<file path="config.mk">
export PLATFORM = sky130hd
export DESIGN_NAME = mem_stage_lsu
export DESIGN_NICKNAME = d
export VERILOG_FILES = /design/src/rtl/mem_stage_lsu.sv
export SDC_FILE = /design/constraint.sdc
export NUM_CORES = 1
export LEC_CHECK = 0
export BUFFER_PORTS_ARGS = -buffer_cell sky130_fd_sc_hd__buf_2
export CAP_MARGIN = 5
export CORE_AREA = 8 8 184 151
export DETAILED_ROUTE_END_ITERATION = 10
export DIE_AREA = 0 0 192 159
export PLACE_DENSITY_LB_ADDON = 0.2
export SYNTH_ARGS = -nofsm -noshare
export SYNTH_HDL_FRONTEND = slang
export SYNTH_SLANG_ARGS = --single-unit
</file>
<file path="constraint.sdc">
create_clock -name clk -period 3.4 [get_ports clk]
set_clock_uncertainty 0.1 [all_clocks]
set_input_delay 1.02 -clock clk [delete_from_list [all_inputs] [get_ports clk]]
set_output_delay 1.02 -clock clk [all_outputs]
set_load 0.1 [all_outputs]
</file>
<file path="src/rtl/mem_stage_lsu.sv">
// mem_stage_lsu: MEM pipeline stage load/store unit with a MEM/WB register.
// A memory op holds the pipeline frozen while a single request is
// outstanding on a req/ack bus. The request is abandoned after
// TIMEOUT_CYCLES ACCESS cycles without an ack.
//
// Ports
//   clk, rst_n             clock (rising edge), async active-low reset
//   *_i (EX/MEM)           mem_to_reg, mem_read, mem_write, reg_write,
//                          write_register[4:0], alu_result[31:0], read_data_2[31:0]
//   mem_req_o/we/addr/wdata  memory request, stable for the whole access
//   mem_ack_i, mem_rdata_i   one-cycle completion pulse and its load data
//   stall_o                freezes PC, IF/ID, ID/EX and EX/MEM
//   MEM/WB outputs         mem_to_reg_o, reg_write_o, write_register_o,
//                          alu_result_o, read_data_o
//   misalign_o, bus_error_o  one-cycle exception pulses
//
// state  | meaning
// IDLE   | pass-through; an aligned mem op launches a request
// ACCESS | request outstanding, waiting for ack or timeout
// DONE   | write the finished access into MEM/WB
module mem_stage_lsu #(
  parameter int TIMEOUT_CYCLES = 16
) (
  input  logic        clk,
  input  logic        rst_n,
  input  logic        mem_to_reg_i,
  input  logic        mem_read_i,
  input  logic        mem_write_i,
  input  logic        reg_write_i,
  input  logic [4:0]  write_register_i,
  input  logic [31:0] alu_result_i,
  input  logic [31:0] read_data_2_i,
  output logic        mem_req_o,
  output logic        mem_we_o,
  output logic [31:0] mem_addr_o,
  output logic [31:0] mem_wdata_o,
  input  logic        mem_ack_i,
  input  logic [31:0] mem_rdata_i,
  output logic        stall_o,
  output logic        mem_to_reg_o,
  output logic        reg_write_o,
  output logic [4:0]  write_register_o,
  output logic [31:0] alu_result_o,
  output logic [31:0] read_data_o,
  output logic        misalign_o,
  output logic        bus_error_o
);

  localparam int CW = (TIMEOUT_CYCLES > 1) ? $clog2(TIMEOUT_CYCLES) : 1;
  localparam logic [CW-1:0] CNT_LAST = CW'(TIMEOUT_CYCLES - 1);

  typedef enum logic [1:0] {IDLE, ACCESS, DONE} state_t;

  state_t        state, state_nxt;
  logic [CW-1:0] cnt;
  logic          err;
  logic [31:0]   cap_data;
  logic          h_mem_to_reg, h_reg_write;
  logic [4:0]    h_write_register;
  logic [31:0]   h_alu_result;
  logic          mem_op, aligned, timeout, stall;

  assign mem_op  = mem_read_i | mem_write_i;
  assign aligned = (alu_result_i[1:0] == 2'b00);
  assign timeout = (cnt == CNT_LAST);

  always_ff @(posedge clk or negedge rst_n) begin
    if (!rst_n) state <= IDLE;
    else        state <= state_nxt;
  end

  always_comb begin
    state_nxt = state;
    stall     = 1'b0;
    case (state)
      IDLE: begin
        if (mem_op && aligned) begin
          stall     = 1'b1;
          state_nxt = ACCESS;
        end
      end
      ACCESS: begin
        stall = 1'b1;
        if (mem_ack_i || timeout) state_nxt = DONE;
      end
      DONE:    state_nxt = IDLE;
      default: state_nxt = IDLE;
    endcase
  end

  // Gated so the freeze releases the instant reset is asserted, even if
  // the EX/MEM inputs still present a mem op.
  assign stall_o = rst_n & stall;

  always_ff @(posedge clk or negedge rst_n) begin
    if (!rst_n) begin
      mem_req_o        <= 1'b0;
      mem_we_o         <= 1'b0;
      mem_addr_o       <= '0;
      mem_wdata_o      <= '0;
      mem_to_reg_o     <= 1'b0;
      reg_write_o      <= 1'b0;
      write_register_o <= '0;
      alu_result_o     <= '0;
      read_data_o      <= '0;
      misalign_o       <= 1'b0;
      bus_error_o      <= 1'b0;
      cnt              <= '0;
      err              <= 1'b0;
      cap_data         <= '0;
      h_mem_to_reg     <= 1'b0;
      h_reg_write      <= 1'b0;
      h_write_register <= '0;
      h_alu_result     <= '0;
    end else begin
      misalign_o  <= 1'b0;
      bus_error_o <= 1'b0;
      case (state)
        IDLE: begin
          if (mem_op && aligned) begin
            mem_addr_o       <= alu_result_i;
            mem_wdata_o      <= read_data_2_i;
            mem_we_o         <= mem_write_i;
            mem_req_o        <= 1'b1;
            cnt              <= '0;
            err              <= 1'b0;
            h_mem_to_reg     <= mem_to_reg_i;
            h_reg_write      <= reg_write_i;
            h_write_register <= write_register_i;
            h_alu_result     <= alu_result_i;
            reg_write_o      <= 1'b0;
            mem_to_reg_o     <= 1'b0;
          end else begin
            // Plain op or misaligned op: pass straight through; a misaligned
            // op never touches the bus and must not write back.
            mem_to_reg_o     <= mem_to_reg_i;
            reg_write_o      <= reg_write_i & ~mem_op;
            write_register_o <= write_register_i;
            alu_result_o     <= alu_result_i;
            read_data_o      <= '0;
            misalign_o       <= mem_op;
          end
        end
        ACCESS: begin
          reg_write_o  <= 1'b0;
          mem_to_reg_o <= 1'b0;
          if (mem_ack_i) begin
            cap_data  <= mem_we_o ? 32'd0 : mem_rdata_i;
            mem_req_o <= 1'b0;
          end else if (timeout) begin
            cap_data  <= '0;
            mem_req_o <= 1'b0;
            err       <= 1'b1;
          end else begin
            cnt <= cnt + CW'(1);
          end
        end
        DONE: begin
          mem_to_reg_o     <= h_mem_to_reg;
          reg_write_o      <= h_reg_write & ~err;
          write_register_o <= h_write_register;
          alu_result_o     <= h_alu_result;
          read_data_o      <= cap_data;
          bus_error_o      <= err;
        end
        default: ;
      endcase
    end
  end

endmodule

</file>
* Yosys cells after proc, flatten, opt, wreduce, memory -nomap -nowiden
Cells that the tools add are included.
** Operators by class
- Reduce and logical (&&, ||, !) cells :: 15
- Bitwise gates (word level) :: 6
- Eq/ne operators :: 10
- Muxes and demuxes :: 33
- Add/subtract/negate cells :: 1
** Operator list (number)
- 32-bit 2-to-1 mux :: 5
- 32-bit one-hot mux with 2 select lines :: 2
- 1-bit 2-to-1 mux :: 12
- 4-bit 2-to-1 mux :: 3
- 2-bit inequality test, second input constant :: 6
- 5-bit one-hot mux with 2 select lines :: 1
- 4-bit one-hot mux with 2 select lines :: 1
- 2-bit AND reduction :: 4
- 4-bit AND reduction :: 2
- 1-bit one-hot mux with 2 select lines :: 3
- 1-bit one-hot mux with 3 select lines :: 2
- 2-bit nonzero test :: 3
- 5-bit 2-to-1 mux :: 1
- 4-bit by 1-bit adder with 4-bit output, second input constant :: 1
- 4-bit equality test, second input constant :: 1
- 2-bit logical NOT :: 2
- 2-bit 2-to-1 mux :: 2
- 2-bit one-hot mux with 2 select lines :: 1
- 1-bit bitwise AND :: 3
- 3-bit inequality test, second input constant :: 1
- 3-bit AND reduction :: 1
- 3-bit nonzero test :: 1
- 2-bit by 1-bit equality test with 1-bit output, second input constant :: 1
- 2-bit equality test, second input constant :: 1
- 4 further kinds :: 5
** Storage, ports and cells
- Output and inout bits :: 140
- Register bits after elaboration :: 185

* Logic depth before layout (Yosys ltp)
Gate-level depths: netlist (run 1).
- Word-level depth :: 5
- Mapped depth :: 8
- Mapped depth without buffers :: 6

* Least setup slack after synthesis (run 1)
No wires, ideal clock.
- Path kind :: input to output
- Start :: in mem_write_i
- End :: out stall_o
- Stages on the path :: 5
- Arrival :: 2.370 ns
- Path buffers :: 2
- Path slack :: -0.090 ns
- Cell sequence :: o21ai_2 -> nor3_2 -> buf_4 -> buf_4 -> o21a_1
** Between the ends
- Word-level cells in the longest chain between the ends :: 5
** Ends and longest elaborated chain
- start: declaration :: line 28 : input logic mem_write_i,
- 1-bit OR :: line 63 : assign mem_op = mem_read_i | mem_write_i;
- 1-bit logical AND :: line 77 : if (mem_op && aligned) begin
- 1-bit 2-to-1 mux :: line 77
- 1-bit one-hot mux with 2 select lines :: line 75 : case (state)
- 1-bit bitwise AND :: line 93 : assign stall_o = rst_n & stall;
- end: declaration :: line 39 : output logic stall_o,
Every way passes these cells.

* Final worst setup path (run 1)
- Start :: reg state[1]
- End :: out stall_o
** Between the ends
- Word-level cells in the longest chain between the ends :: 3
- Elaborated cells on any way between the ends :: 4
- Classes of those cells :: eq/ne (1); mux (1); bitwise (1); reduce/logical (1)
** Ends and longest elaborated chain
- start: declaration :: line 54 : state_t state, state_nxt;
- start signal: assignment :: line 69 : else state <= state_nxt;
- 2-bit by 1-bit equality test with 1-bit output or 2-bit logical NOT (tied branches) :: line 75
- 1-bit one-hot mux with 2 select lines * :: line 75
- 1-bit bitwise AND * :: line 93
Mark *: on every way between the ends. The rest lies on a longest branch, timed or not.

==> summary.md, run 1 <==
| Metric | Value |
|---|---|
| Status | finished, final reports clean |
| Setup CP Type | flip-flop to output pin |
| Synth unique cells | 39 |
| Largest net degree at the start of global routing | 161 |
| Largest cells by area after synthesis | dfrtp_1, a22o_1, mux2_1, mux2i_1, mux2_2 |
| Worst min path class | input port to asynchronous set/reset pin |
| H-tree Lvls | 4 |
| Post-Syn Area | 0.00731 mm² |
| Cells after Synth | 533 |
| Pre-antenna DRT Iters | 4 |
| Finished Layout Cells | 1108 |
| Area delta synth->final | 30.2% |
| Die span in y | 159 µm |
| Top delay family on crit path | flip-flops |
| Initial antenna violation count | 2 |
| Crit end category | output pin |
| Ports | 248 |
| Clock Tree Root | clkbuf_16 |
| CP Buf/Inv Count | 2 |
| Worst Max-Slew Pin Slew | 0.877 ns |
| Worst path depth | 6 |
| Layout Utilization | 0.383 |
| Top-count cell post-synth | dfrtp_1 |
| Setup_tns | 0 ns |
| Syn nets | 647 |
| Layout cells sized above 1 | 0.406 |
| Num CTS Buffers | 17 |
| Slew Limit Fails | 0 |
| Critical Path RT | 2.28 ns |
| DR vias/cell | 4.59 |
| Startpoint types | flip-flop |
| Vias | 5087 |
| First-pass GRT wire length | 32100 µm |
| CP cell instances | inv_1, ha_1, o21ai_2, nor3_4, o21a_2, buf_12 |
| Number of global-route vias before repair | 5615 |
| Largest fanout on the critical path | 7 |
| Starting Density | 0.294 |
| CTS clk-pin slew, worst paths | 0.07 ns |
| Worst-Skew Late Latency | 0.43 ns |
| WL/cell | 17.9 µm |
| Core footprint | 0.0249 mm² |
| Ys async rst share | 1.00 |
| # rows | 52 |
| Net count reported at finish | 886 |
| Fin. Hold Viols | 0 |
| CTS sink count | 185 |
| Yosys warns | 0 |
| Max-Cap Viols | 0 |
| Gr ovfl total | 0 |
| Post-synth top cells | dfrtp_1, a22o_1, mux2_1 |
| Yosys top cell by area | dfrtp_1 |
| DRC Markers | 0 |
| Max incr delay on CP | 0.40 ns |
| WL final | 19900 µm |
| Diode count | 0 |
| Post-CTS sizing | 0 |
| CP max-delay cell | dfrtp_1 |
| Syn Area/Cell | 13.7 µm² |
| Final period util | 0.925 |
| FF+latch count, synth | 185 |
| Sequential area share after synthesis | 0.634 |
| Setup violators final | 0 |
| Die Wd | 192 µm |
| Final ANT Viol Nets | 0 |
| Final min period | 3.15 ns |
| Crit path arrival time | 2.03 ns |
| Worst reg2reg path depth | 8 |
| Drt initial violations | 289 |
| Die Footprint | 0.0305 mm² |
| Top cell type's share of synthesized area | 0.634 |
| Post-CTS Repair Setup Buffers | 0 |
| Filler Cell Count | 2471 |
| Area post-placement | 0.00893 mm² |
| Design Area, Final | 0.00951 mm² |
| DP Cell Count | 1077 |
| RePlAce Congestion | 0.708 |
| Port bufs | 247 |
| Dpl hpwl | 13700 µm |
| GR Util All Layers | 0.132 |
| Clk buf depth | 2 |
| CTS tree | yes |
| RSZ-0062 raised after global routing | no |
| Fmax | 0.318 GHz |
| Worst slew margin | 0.415 |
| Number of flops mapped to enable cells by yosys | 0 |
| Post-synth top flop | dfrtp_1 |
| Hold buffer count at CTS | 0 |
-- metrics by stage --
step | hold WS, ns | worst slack, ns
final | 0.360 | 0.254
after floorplan | 0.358 | 0.184
after global placement | 0.363 | 0.397
after CTS | 0.343 | 0.236
after detailed placement | 0.369 | 0.400
after global routing | 0.354 | 0.0937
-- layout by cell type, fill, tap and decap left out, types with 6 or more instances in the layout --
cell	count
a22o_1	65
a21oi_1	40
mux2_1	46
clkbuf_16	17
buf_2	245
inv_1	6
buf_4	6
mux2i_1	37
dfrtp_1	185
nor2_1	43
mux2_2	25
-- layout make-up --
class | count | area, µm² | area share
Timing Repair Buffer | 257 | 1390 | 0.146
Tap cell | 324 | 405 | 0.0426
Sequential cell | 185 | 4630 | 0.487
Inverter | 6 | 22.5 | 0.00237
Clock buffer | 22 | 464 | 0.0488
Multi-Input combinational cell | 305 | 2490 | 0.262
Clock inverter | 9 | 115 | 0.0121
-- metal layers --
| layer | vias up | part of all wire | global-route usage |
|---|---|---|---|
| met5 | - | 0.0014 | 0 |
| met4 | 4 | 0.011 | 0.0364 |
| met3 | 16 | 0.071 | 0.0475 |
| met2 | 139 | 0.47 | 0.215 |
| met1 | 2516 | 0.44 | 0.164 |
| li1 | 2412 | - | - |
-- path summary, 6_finish.rpt --
check | end | startpoint | slack (ns)
max in group asynchronous | cap_data[26] | rst_n | 1.69
worst min register to register | mem_wdata_o[18] | mem_wdata_o[18] | 0.38
worst max register to register | read_data_o[20] | state[1] | 0.71
min in group clk | mem_wdata_o[18] | mem_wdata_o[18] | 0.38
worst min-delay path | mem_wdata_o[23] | rst_n | 0.36
worst max-delay path | stall_o | state[1] | 0.25
-- logic make-up after synthesis --
family,after synthesis,synth area share
compound gates,128,0.129
buf+inv,43,0.0281
flops,185,0.634
mux,108,0.160
simple gates,63,0.0390
fa+ha+maj,6,0.0103
-- worst reg2reg max path, stage by stage, from the launching register on --
cell and delay (ns):
dfrtp_1 0.40, inv_1 0.13, ha_1 0.36, o21ai_2 0.16
nor3_4 0.19, buf_12 0.40, o21bai_2 0.26, buf_4 0.39
a22o_1 0.24
Power of run 1 is left out: the tool's default activity adds up to more than one toggle a clock period on the data nets, which glitch-free logic cannot reach.
==> inputs of run 2 (changes only) <==
--- a/config.mk
+++ b/config.mk
@@ -7,9 +7,11 @@
 export LEC_CHECK = 0
 export BUFFER_PORTS_ARGS = -buffer_cell sky130_fd_sc_hd__buf_2
 export CAP_MARGIN = 5
-export CORE_AREA = 8 8 184 151
+export CELL_PAD_IN_SITES_DETAIL_PLACEMENT = 2
+export CELL_PAD_IN_SITES_GLOBAL_PLACEMENT = 2
+export CORE_AREA = 8 8 230 122
 export DETAILED_ROUTE_END_ITERATION = 10
-export DIE_AREA = 0 0 192 159
+export DIE_AREA = 0 0 238 130
 export PLACE_DENSITY_LB_ADDON = 0.2
 export SYNTH_ARGS = -nofsm -noshare
 export SYNTH_HDL_FRONTEND = slang
==> constraint.sdc (replaced) <==
create_clock -name clk -period 3.4 [get_ports clk]
set_clock_uncertainty 0.1 [all_clocks]
set_input_delay 0.34 -clock clk [delete_from_list [all_inputs] [get_ports clk]]
set_output_delay 0.34 -clock clk [all_outputs]
set_load 0.1 [all_outputs]
==> run 2 against run 1 <==
Global-route usage is 3.0 points higher; critical path depth stayed put; highest routed layer is now met4; non-clock buffer count is 45 higher; count of clock-buffer cells in the layout is 5 lower; cell count is 6.1% higher; sequential share of layout area is 2.0 points lower; worst setup slack better by 0.39 ns; via count is 9.1% higher.
==> summary.md, run 2 (same netlist as run 1, synthesis figures left out) <==
| Metric | Value |
|---|---|
| Worst min path class | input port to flip-flop |
| RePlAce Congestion | 0.719 (+1.6%) |
| Final period util | 0.810 (-0.116) |
| Clk buf depth | 2 (unchanged) |
| GR Util All Layers | 0.162 (+0.0299) |
| First-pass GRT wire length | 39000 µm (+22%) |
| Setup violators final | 0 (unchanged) |
| # rows | 41 (-21%) |
| Critical Path RT | 2.96 ns (+0.68 ns) |
| Worst Max-Slew Pin Slew | 1.09 ns (+0.208 ns) |
| Max incr delay on CP | 0.46 ns (+0.06 ns) |
| Worst slew margin | 0.276 (-0.139) |
| Crit path arrival time | 2.31 ns (+0.28 ns) |
| Drt initial violations | 236 (-18%) |
| Die span in y | 130 µm (-18%) |
| Gr ovfl total | 0 (unchanged) |
| CTS clk-pin slew, worst paths | 0.07 ns (about the same) |
| Num CTS Buffers | 17 (unchanged) |
| H-tree Lvls | 4 (unchanged) |
| RSZ-0062 raised after global routing | no |
| R2R setup slack | 0.80 ns (+0.09 ns) |
| Slew Limit Fails | 0 (unchanged) |
| Largest net degree at the start of global routing | 135 (-16%) |
| Worst-Skew Late Latency | 0.44 ns (about the same) |
| Layout cells sized above 1 | 0.388 (-0.0177) |
| Crit end category | output pin |
| Startpoint types | flip-flop |
| Dpl hpwl | 17400 µm (+27%) |
| Initial antenna violation count | 1 (-1) |
| Most common cell after layout, fill and taps aside | buf_2 |
| Setup CP Type | flip-flop to output pin |
| Clock Tree Root | clkbuf_16 |
| Status | finished, final reports clean |
| DR vias/cell | 4.72 (+2.8%) |
| Max-Cap Viols | 0 (unchanged) |
| WL final | 24400 µm (+23%) |
| Net count reported at finish | 931 (+5.1%) |
| Post-Place Worst Slack | 0.762 ns (+0.361 ns) |
| Core footprint | 0.0247 mm² (-0.51%) |
| CP cell instances | inv_1, ha_1, o21ai_2, nor3_4, o21a_1, buf_2 |
| Area delta synth->final | 35.8% |
| Setup ws final | 0.647 ns (+0.393 ns) |
| Commonest cells after routing, fill and taps aside | buf_2, dfrtp_1, a22o_1 |
| Die Wd | 238 µm (+24%) |
| Final min period | 2.75 ns (-0.393 ns) |
| Post-CTS sizing | 0 (unchanged) |
| CTS sink count | 185 (unchanged) |
| WL/cell | 20.7 µm (+15%) |
| Number of global-route vias before repair | 6632 (+18%) |
| DRC Markers | 0 (unchanged) |
| Setup_tns | 0 ns (unchanged) |
| Largest fanout on the critical path | 7 (unchanged) |
| Pre-antenna DRT Iters | 4 (unchanged) |
| Vias | 5548 (+9.1%) |
| Port bufs | 247 (unchanged) |
| Top delay family on crit path | buffers and inverters |
| Ports | 248 (unchanged) |
| Die Footprint | 0.0309 mm² (+1.3%) |
| CTS tree | yes |
| Fin. Hold Viols | 0 (unchanged) |
| Fmax | 0.363 GHz (+14%) |
| CP Buf/Inv Count | 2 (unchanged) |
| CP max-delay cell | buf_2 |
| Starting Density | 0.295 (+0.00152) |
| Final ANT Viol Nets | 0 (unchanged) |
==> run 2: cell count changes in the layout (fill, tap and decap cells not counted), moves of 2 or more <==
cell	previous run	this run
clkbuf_1	3	0
clkbuf_8	3	1
clkinv_2	0	3
dlygate4sd3_1	0	44
diode_2	0	2
clkinv_4	0	4
buf_12	5	1
inv_8	0	2
clkinvlp_4	5	2
buf_4	6	10
==> run 2: layout make-up <==
type,count,area [µm²]
clock inverters,15,144
inverters,6,22.5
diodes,2,5.00
clock buffers,17,425
flip-flops and latches,185,4630
fillers,2573,14800
repair buffers,302,1780
well taps,344,430
multi-input cells,305,2490
==> run 2: worst paths after layout <==
path	startpoint	to	depth (start not counted)
min	read_data_2_i[18]	mem_wdata_o[18]	2
min in group asynchronous	rst_n	alu_result_o[11]	2
max reg2reg	state[0]	read_data_o[13]	8
max in group asynchronous	rst_n	read_data_o[28]	3
max	state[0]	stall_o	6
min reg2reg	mem_wdata_o[23]	mem_wdata_o[23]	1
==> run 2: through the flow <==
step                hold WS, ns  instances  utilization  cell area, µm²
floorplan               -0.0556        533            -            7310
CTS                   0.0000448       1174        0.401            9920
finish                   0.0303       1176        0.401            9920
global route            0.00626       1175        0.401            9920
global placement          0.220       1098        0.360            8910
detailed placement        0.231       1098        0.360            8910
==> run 2: metal layers <==
metal	global-route usage	wire length, µm
met5	0	0
met4	0.0604	433
met3	0.0520	1290
met2	0.279	12400
met1	0.190	10200
==> run 2: what timing repair did <==
item                                    in CTS  in global routing
hold endpoints to repair                    94                  0
buffers inserted                             0                  0
hold buffers                                44                  0
endpoints found under the setup margin       0                  0
Power of run 2 is left out for the same reason.
